File: config.mk
export PLATFORM = sky130hd
export DESIGN_NAME = tt_um_invert_pipe
export DESIGN_NICKNAME = d
export VERILOG_FILES = /design/src/rtl/tt_um_invert_pipe.sv
export SDC_FILE = /design/constraint.sdc
export NUM_CORES = 1
export LEC_CHECK = 0
export ABC_AREA = 1
export CELL_PAD_IN_SITES_DETAIL_PLACEMENT = 1
export CELL_PAD_IN_SITES_GLOBAL_PLACEMENT = 2
export CORE_UTILIZATION = 25
export CTS_CLUSTER_SIZE = 12
export DETAILED_ROUTE_END_ITERATION = 10
export PLACE_DENSITY = 0.68
export SYNTH_ARGS = -nofsm -noshare
export SYNTH_HDL_FRONTEND = slang
export SYNTH_SLANG_ARGS = --single-unit
File: constraint.sdc
create_clock -name clk -period 1.05 [get_ports clk]
set_input_delay 0.21 -clock clk [delete_from_list [all_inputs] [get_ports clk]]
set_output_delay 0.21 -clock clk [all_outputs]
set_load 0.02 [all_outputs]
File: src/rtl/tt_um_invert_pipe.sv
// tt_um_invert_pipe: WIDTH-bit registered logic unit with four run-time modes
// (pass, invert, rising-edge toggle, masked blink). The function stage result
// then passes through a DEPTH-stage output pipeline.
//
// Ports
//   clk      rising-edge clock
//   rst_n    asynchronous active-low reset
//   ena      tile enable; 0 holds every register, same as freeze
//   ui_in    WIDTH-bit data input
//   uo_out   WIDTH-bit data output, last pipeline stage
//   uio_in   [1:0] mode, [2] freeze, [3] synchronous clear, [7:4] unused
//   uio_out  [3:0]=0, [5:4] registered mode, [6] valid, [7] blink phase
//   uio_oe   constant 8'hF0
module tt_um_invert_pipe #(
  parameter int unsigned WIDTH    = 8,
  parameter int unsigned DEPTH    = 2,
  parameter int unsigned DIV_BITS = 4
) (
  input  logic             clk,
  input  logic             rst_n,
  input  logic             ena,
  input  logic [WIDTH-1:0] ui_in,
  output logic [WIDTH-1:0] uo_out,
  input  logic [7:0]       uio_in,
  output logic [7:0]       uio_out,
  output logic [7:0]       uio_oe
);

  localparam int unsigned FILL_W = $clog2(DEPTH + 2);
  localparam logic [FILL_W-1:0] FILL_MAX = FILL_W'(DEPTH + 1);

  typedef enum logic [1:0] {
    MODE_PASS  = 2'b00,
    MODE_INV   = 2'b01,
    MODE_TOG   = 2'b10,
    MODE_BLINK = 2'b11
  } mode_e;

  logic [WIDTH-1:0]    in_q, in_d;
  logic [WIDTH-1:0]    in_prev_q, in_prev_d;
  mode_e               mode_q, mode_d;
  logic [WIDTH-1:0]    tog_q, tog_d;
  logic [DIV_BITS-1:0] cnt_q, cnt_d;
  logic [FILL_W-1:0]   fill_q, fill_d;
  logic [WIDTH-1:0]    pipe_q [DEPTH];
  logic [WIDTH-1:0]    pipe_d [DEPTH];

  logic             adv;
  logic             clr;
  logic [WIDTH-1:0] rise;
  logic [WIDTH-1:0] func;
  logic             unused_bits;

  assign adv         = ena & ~uio_in[2];
  assign clr         = uio_in[3];
  assign rise        = in_q & ~in_prev_q;
  assign unused_bits = &{1'b0, uio_in[7:4]};

  // Function stage, evaluated on the registered sample with its registered mode
  always_comb begin
    func = in_q;
    unique case (mode_q)
      MODE_PASS:  func = in_q;
      MODE_INV:   func = ~in_q;
      MODE_TOG:   func = tog_q ^ rise;
      MODE_BLINK: func = in_q & {WIDTH{cnt_q[DIV_BITS-1]}};
    endcase
  end

  // Next-state: clear beats hold, hold beats advance
  always_comb begin
    in_d      = in_q;
    in_prev_d = in_prev_q;
    mode_d    = mode_q;
    tog_d     = tog_q;
    cnt_d     = cnt_q;
    fill_d    = fill_q;
    pipe_d    = pipe_q;

    if (clr) begin
      in_d      = '0;
      in_prev_d = '0;
      mode_d    = mode_e'(uio_in[1:0]);
      tog_d     = '0;
      cnt_d     = '0;
      fill_d    = '0;
      pipe_d    = '{default: '0};
    end else if (adv) begin
      in_prev_d = in_q;
      in_d      = ui_in;
      mode_d    = mode_e'(uio_in[1:0]);
      // toggle state only evolves while the toggle mode is active
      if (mode_q == MODE_TOG) begin
        tog_d = tog_q ^ rise;
      end
      cnt_d = cnt_q + DIV_BITS'(1);
      if (fill_q != FILL_MAX) begin
        fill_d = fill_q + FILL_W'(1);
      end
      pipe_d[0] = func;
      for (int i = 1; i < DEPTH; i++) begin
        pipe_d[i] = pipe_q[i-1];
      end
    end
  end

  // State registers
  always_ff @(posedge clk or negedge rst_n) begin
    if (!rst_n) begin
      in_q      <= '0;
      in_prev_q <= '0;
      mode_q    <= MODE_PASS;
      tog_q     <= '0;
      cnt_q     <= '0;
      fill_q    <= '0;
      pipe_q    <= '{default: '0};
    end else begin
      in_q      <= in_d;
      in_prev_q <= in_prev_d;
      mode_q    <= mode_d;
      tog_q     <= tog_d;
      cnt_q     <= cnt_d;
      fill_q    <= fill_d;
      pipe_q    <= pipe_d;
    end
  end

  // Outputs are pure decodes of registers; the blink phase is not pipelined
  assign uo_out  = pipe_q[DEPTH-1];
  assign uio_out = {cnt_q[DIV_BITS-1], (fill_q == FILL_MAX), mode_q, 4'b0000};
  assign uio_oe  = 8'hF0;

endmodule

[Word-level counts from Yosys, hierarchy flattened]
Cells that the tools add are included.
Operators by class
  add/subtract/negate cells: 2
  equal/unequal tests: 5
  muxes and demuxes: 17
  bitwise gates (word level): 7
  reductions and logical operators: 6
Operators with widths (number)
  2-to-1 mux 8 bit: 7
  2-to-1 mux 16 bit: 2
  case mux 8 bit (4 select lines): 1
  bitwise AND 8 bit: 2
  inverter 8 bit: 2
  2-to-1 mux 2 bit: 5
  2-to-1 mux 4 bit: 2
  XOR 8 bit: 1
  equality test 2 bit (second input constant): 3
  nonzero test 2 bit: 3
  adder 4 x 1 -> 4 bit (second input constant): 1
  AND reduction 2 bit: 2
  adder 2 x 1 -> 2 bit (second input constant): 1
  equality test 2 x 1 -> 1 bit (second input constant): 1
  logical NOT 2 bit: 1
  inequality test 2 bit (second input constant): 1
  bitwise AND 1 bit: 1
  inverter 1 bit: 1
Storage, ports and cells
  register bits after elaboration: 48
  output and inout port bits: 24
  logic and storage cells: 45

[Depth between registers and ports, before layout]
  depth after elaboration: 6
  depth in mapped cells: 7
  gate-level depth less buffers: 6

[Least setup slack after synthesis]
Ideal clock, no wire load.
  kind: flip-flop to flip-flop
  from: register fill_q[0]
  to: register fill_q[1]
  data arrival time: 1.004 ns
  required time: 0.930 ns
  path slack: -0.074 ns
  cell stages (with the launch flop): 6
  path through: dfrtp_1 -> ha_1 -> nor2_1 -> inv_1 -> nor2_1 -> nor2_1
On the way
  word-level cells in the longest chain between the ends: 4
Ends and longest elaborated chain
  start, declared: RTL line 44  | logic [FILL_W-1:0] fill_q, fill_d;
  start signal, assigned: RTL line 123  | fill_q <= fill_d;
  adder 2 x 1 -> 2 bit: RTL line 98  | fill_d = fill_q + FILL_W'(1);
  2-to-1 mux 2 bit: RTL line 97  | if (fill_q != FILL_MAX) begin
  2-to-1 mux 2 bit: RTL line 88  | end else if (adv) begin
  2-to-1 mux 2 bit: RTL line 80  | if (clr) begin
Parallel ways exist; a longest one is shown, timed or not. The select of a mux whose other input is x is not followed.
A chain may end at the register's enable or synchronous reset.

[Final worst setup path]
  from: register fill_q[0]
  to: output port uio_out[6]
On the way
  word-level cells in the longest chain between the ends: 1
Ends and longest elaborated chain
  equality test 2 bit: RTL line 130  | assign uio_out = {cnt_q[DIV_BITS-1], (fill_q == FILL_MAX), mode_q, 4'b0000};
  end, declared: RTL line 25  | output logic [7:0] uio_out,
No other way between the ends.

==> impl.org <==
** Drt
- Number of violations reported at the end of detailed-routing iteration 0 :: 47
- Dividing the detail-routed wire length by the instance count gives 12.5 um.
- Drt first pass iters :: 6
- DR vias :: 2012
- Detail Route Antenna Nets :: 0
- Drt drc :: 0
- Dividing the detail-routed via count by the number of cells gives 4.21.
- Total wire length :: 5970 um

** GRT
- Global routing used 13.0% of the available tracks across all layers.
- Number of antenna violations at the first check in global routing :: 0
- The number of global-route vias before repair is 2050.
- The total overflow left after global routing is 0.
- First-pass GRT wire length :: 10100 um
- Maximum number of pins on one net before global-route repair :: 49

** STA
- Hold Vio Cnt, Final :: 0
- Setup repair after global routing could not meet its margin everywhere.
- On the final layout, the worst hold slack is 0.412 ns.
- Worst Clk Skew :: 0.0114 ns
- Static timing analysis puts the maximum clock frequency at 809 MHz.
- In the post-route analysis, the smallest setup slack over all paths is -0.187 ns.
- Max Slew Vio Count :: 0
- Min Tclk post-route :: 1.24 ns
- Setup violations remaining at the end of the flow were counted as 23.
- Fraction of the cycle the final worst path needs :: 118%

** Worst setup path
- Peak fanout along the critical path :: 2
- The setup path with the least slack is of type reg2out.
- The most critical setup path has its startpoint at fill_q[0].
- Capturing point of the worst reg2reg path :: pipe_q[10]
- In this run the register-to-register setup slack is -0.16 ns.
- Data arrives at the worst endpoint at 1.03 ns.
- The worst register-to-register path has a depth of 8.
- The critical path ends at uio_out[6].
- Cell-by-cell trace of the critical path :: ha_2, buf_6
- The startpoint identified for the worst register-to-register timing path is mode_q[0].
- Delay of the slowest critical-path stage :: 0.39 ns
- Highest-delay cell along the critical path :: dfrtp_1
- Element type at the critical path end :: output port
- CP Launch Type :: flip-flop
- For the worst setup path, the data required time is 0.84 ns.

** Finish
- Number of diodes added for antenna fixing :: 0
- Of the cells placed in the final design, the portion with a size suffix greater than 1 is 33.2%.
- Non-filler instance count after layout :: 478
- Core Util, Final :: 36.1%
- Summing all non-filler instances in the final layout gives an area of 3350 sq um.
- Compared with the post-synthesis result, the final layout area differs by 39.8%.
- Final #Nets :: 369

** Yosys
- Synth unique cells :: 21
- Counting flops and latches in the post-synthesis netlist gives 48.
- After synthesis, the cell types taking the most area are dfrtp_1, nand2_1, nand3_1, buf_4, o21ai_0.
- Dividing the synthesized area by the synthesized cell count gives 8.29 sq um.
- Count of flip-flops with a built-in enable after synthesis :: 0
- Cell area after synthesis :: 2400 sq um
- Most area-hungry cell type in the Yosys netlist :: dfrtp_1
- Counting flops with an async set or reset pin after synthesis yields a share of 100%.
- Synth top area share :: 50.1%
- In the synthesized netlist the dominant register cell turns out to be dfrtp_1.
- Yosys instantiated no cell more often than nand2_1.
- Sorting the synthesized cells by how often they occur yields nand2_1, dfrtp_1, nand3_1.
- For this run, the register share of the synthesized area comes to 50.1%.
- Synthesis Warnings :: 0
- Cells after Synth :: 289

** Pwr
- IR drop worst, VDD :: 0.552 mV
- In this run the static leakage power is 1.72 nW.
- Dividing total power by cell area gives a power density of 1180 nW/um^2.
- Overall power consumption after layout is estimated at 3.95 mW.

** Placed design
- The placed instances occupy a cell area of 2850 sq um.
- Half-perimeter wire length of the detailed placement result :: 4070 um
- Cell count after placement :: 450
- The congestion estimate from routability-driven global placement came to 0.689.
- Total of buffers placed on input and output ports :: 26

** Flow run
- The tool flagged a number of max-cap violations equal to 0.

** Clock network
- Max Buffers Root-to-Sink :: 2
- CTS built an H-tree with a depth of 2.
- Root Buffer Master :: clkbuf_8
- CTS saw 48 sinks.
- TritonCTS built the clock tree.
- Number of buffers inserted during clock tree synthesis :: 5
- Clock latency reported for the late side of the worst-skew pair :: 0.31 ns
- Clock transition at the registers of the reported paths :: 0.09 ns

** Outcome
- The final reports fail on negative setup slack.
- The flow ran to the end, but the final reports show violations.

** Die
- Initial Util :: 25.8%
- In this run the core area contains 35 standard-cell rows.
- For this design the top-level I/O count stands at 43.
- The floorplan step set the die width to 99.9 um.
- From bottom edge to top edge, the die measures 99.9 um.
- The die covers 9980 sq um.
- After floorplanning, the core was sized to cover 9280 sq um.

** Hold path
- Worst min-delay path category :: in2async
kinds of logic after synthesis:
| family | share of synthesized area (%) |
|---|---|
| other | 0.313 |
| AO/OA/AOI/OAI | 8.36 |
| adder cells (fa/ha/maj) | 1.04 |
| AND/OR/NAND/NOR | 25.1 |
| buffers and inverters | 15.1 |
| flip-flops | 50.1 |
worst min-delay path by stage:
| stage | startpoint | to | slack, ns |
|---|---|---|---|
| after floorplan | rst_n | cnt_q[0] | -0.09 |
| after global placement | rst_n | fill_q[0] | 0.22 |
| after detailed placement | rst_n | fill_q[1] | 0.23 |
| after CTS | rst_n | fill_q[1] | 0.43 |
| after global routing | rst_n | fill_q[1] | 0.44 |
| final | rst_n | fill_q[1] | 0.41 |
worst max-delay path, delay by kind of cell, from the launching register on:
family | cells | cell delay [ns]
buf+inv | 1 | 0.13
flops | 1 | 0.39
fa+ha+maj | 1 | 0.20
flip-flops by register name (all words and copies together), names as in the netlist:
register,count
cnt_q,4
uo_out,8
in_prev_q,8
mode_q,2
tog_q,8
pipe_q,8
fill_q,2
in_q,8
report_power, final:
group	switching, mW	leakage (nW)	internal, mW
Sequential	0.0712	0.654	1.93
Combinational	0.423	1.03	0.328
Clock	0.662	0.0434	0.535
stage by stage:
| stage | TNS (ns) | setup slack [ns] |
|---|---|---|
| global route | -4.20 | -0.243 |
| floorplan | -0.00485 | -0.00485 |
| global placement | -19.22 | -0.425 |
| detailed placement | -20.46 | -0.478 |
| finish | -2.58 | -0.187 |
| CTS | -2.19 | -0.205 |
layout make-up:
type / count / area (sq um)
fillers: 1121 / 5930
well taps: 129 / 161
inverters: 33 / 131
repair buffers: 71 / 691
multi-input cells: 189 / 1060
flip-flops and latches: 48 / 1200
clock buffers: 6 / 82.6
clock inverters: 2 / 15.0
per-layer routing:
layer | share of wire [%] | routed length, um | vias to the layer above | track usage (%)
li1 | - | - | 1005 | -
met1 | 47 | 2820 | 965 | 17.0
met2 | 48 | 2890 | 37 | 22.2
met3 | 3.6 | 217 | 5 | 2.30
met4 | 0.74 | 44 | 0 | 3.05
met5 | 0 | 0 | - | 0
placed cells by master, fill, tap and decap left out, drive strengths merged:
cell type and instances:
clkbuf 6, inv 33, ha 2, nand3b 1, nand2 74, a21oi 3
dlygate4sd3 1, nor2 26, nand3 36, clkinvlp 2, o22ai 8, dlymetal6s2s 1
buf 57, dfrtp 48, dlygate4sd2 2, o21ai 27, clkdlybuf4s50 10, conb 12
timing repair:
action                                  in CTS  in global routing
setup buffers                               10                 10
endpoints found under the setup margin      59                 45
hold endpoints to repair                    48                  0
hold buffers                                 1                  0
resized for setup                          113                 35
pin swaps                                   23                 27
(Power assumes the default switching activity.)
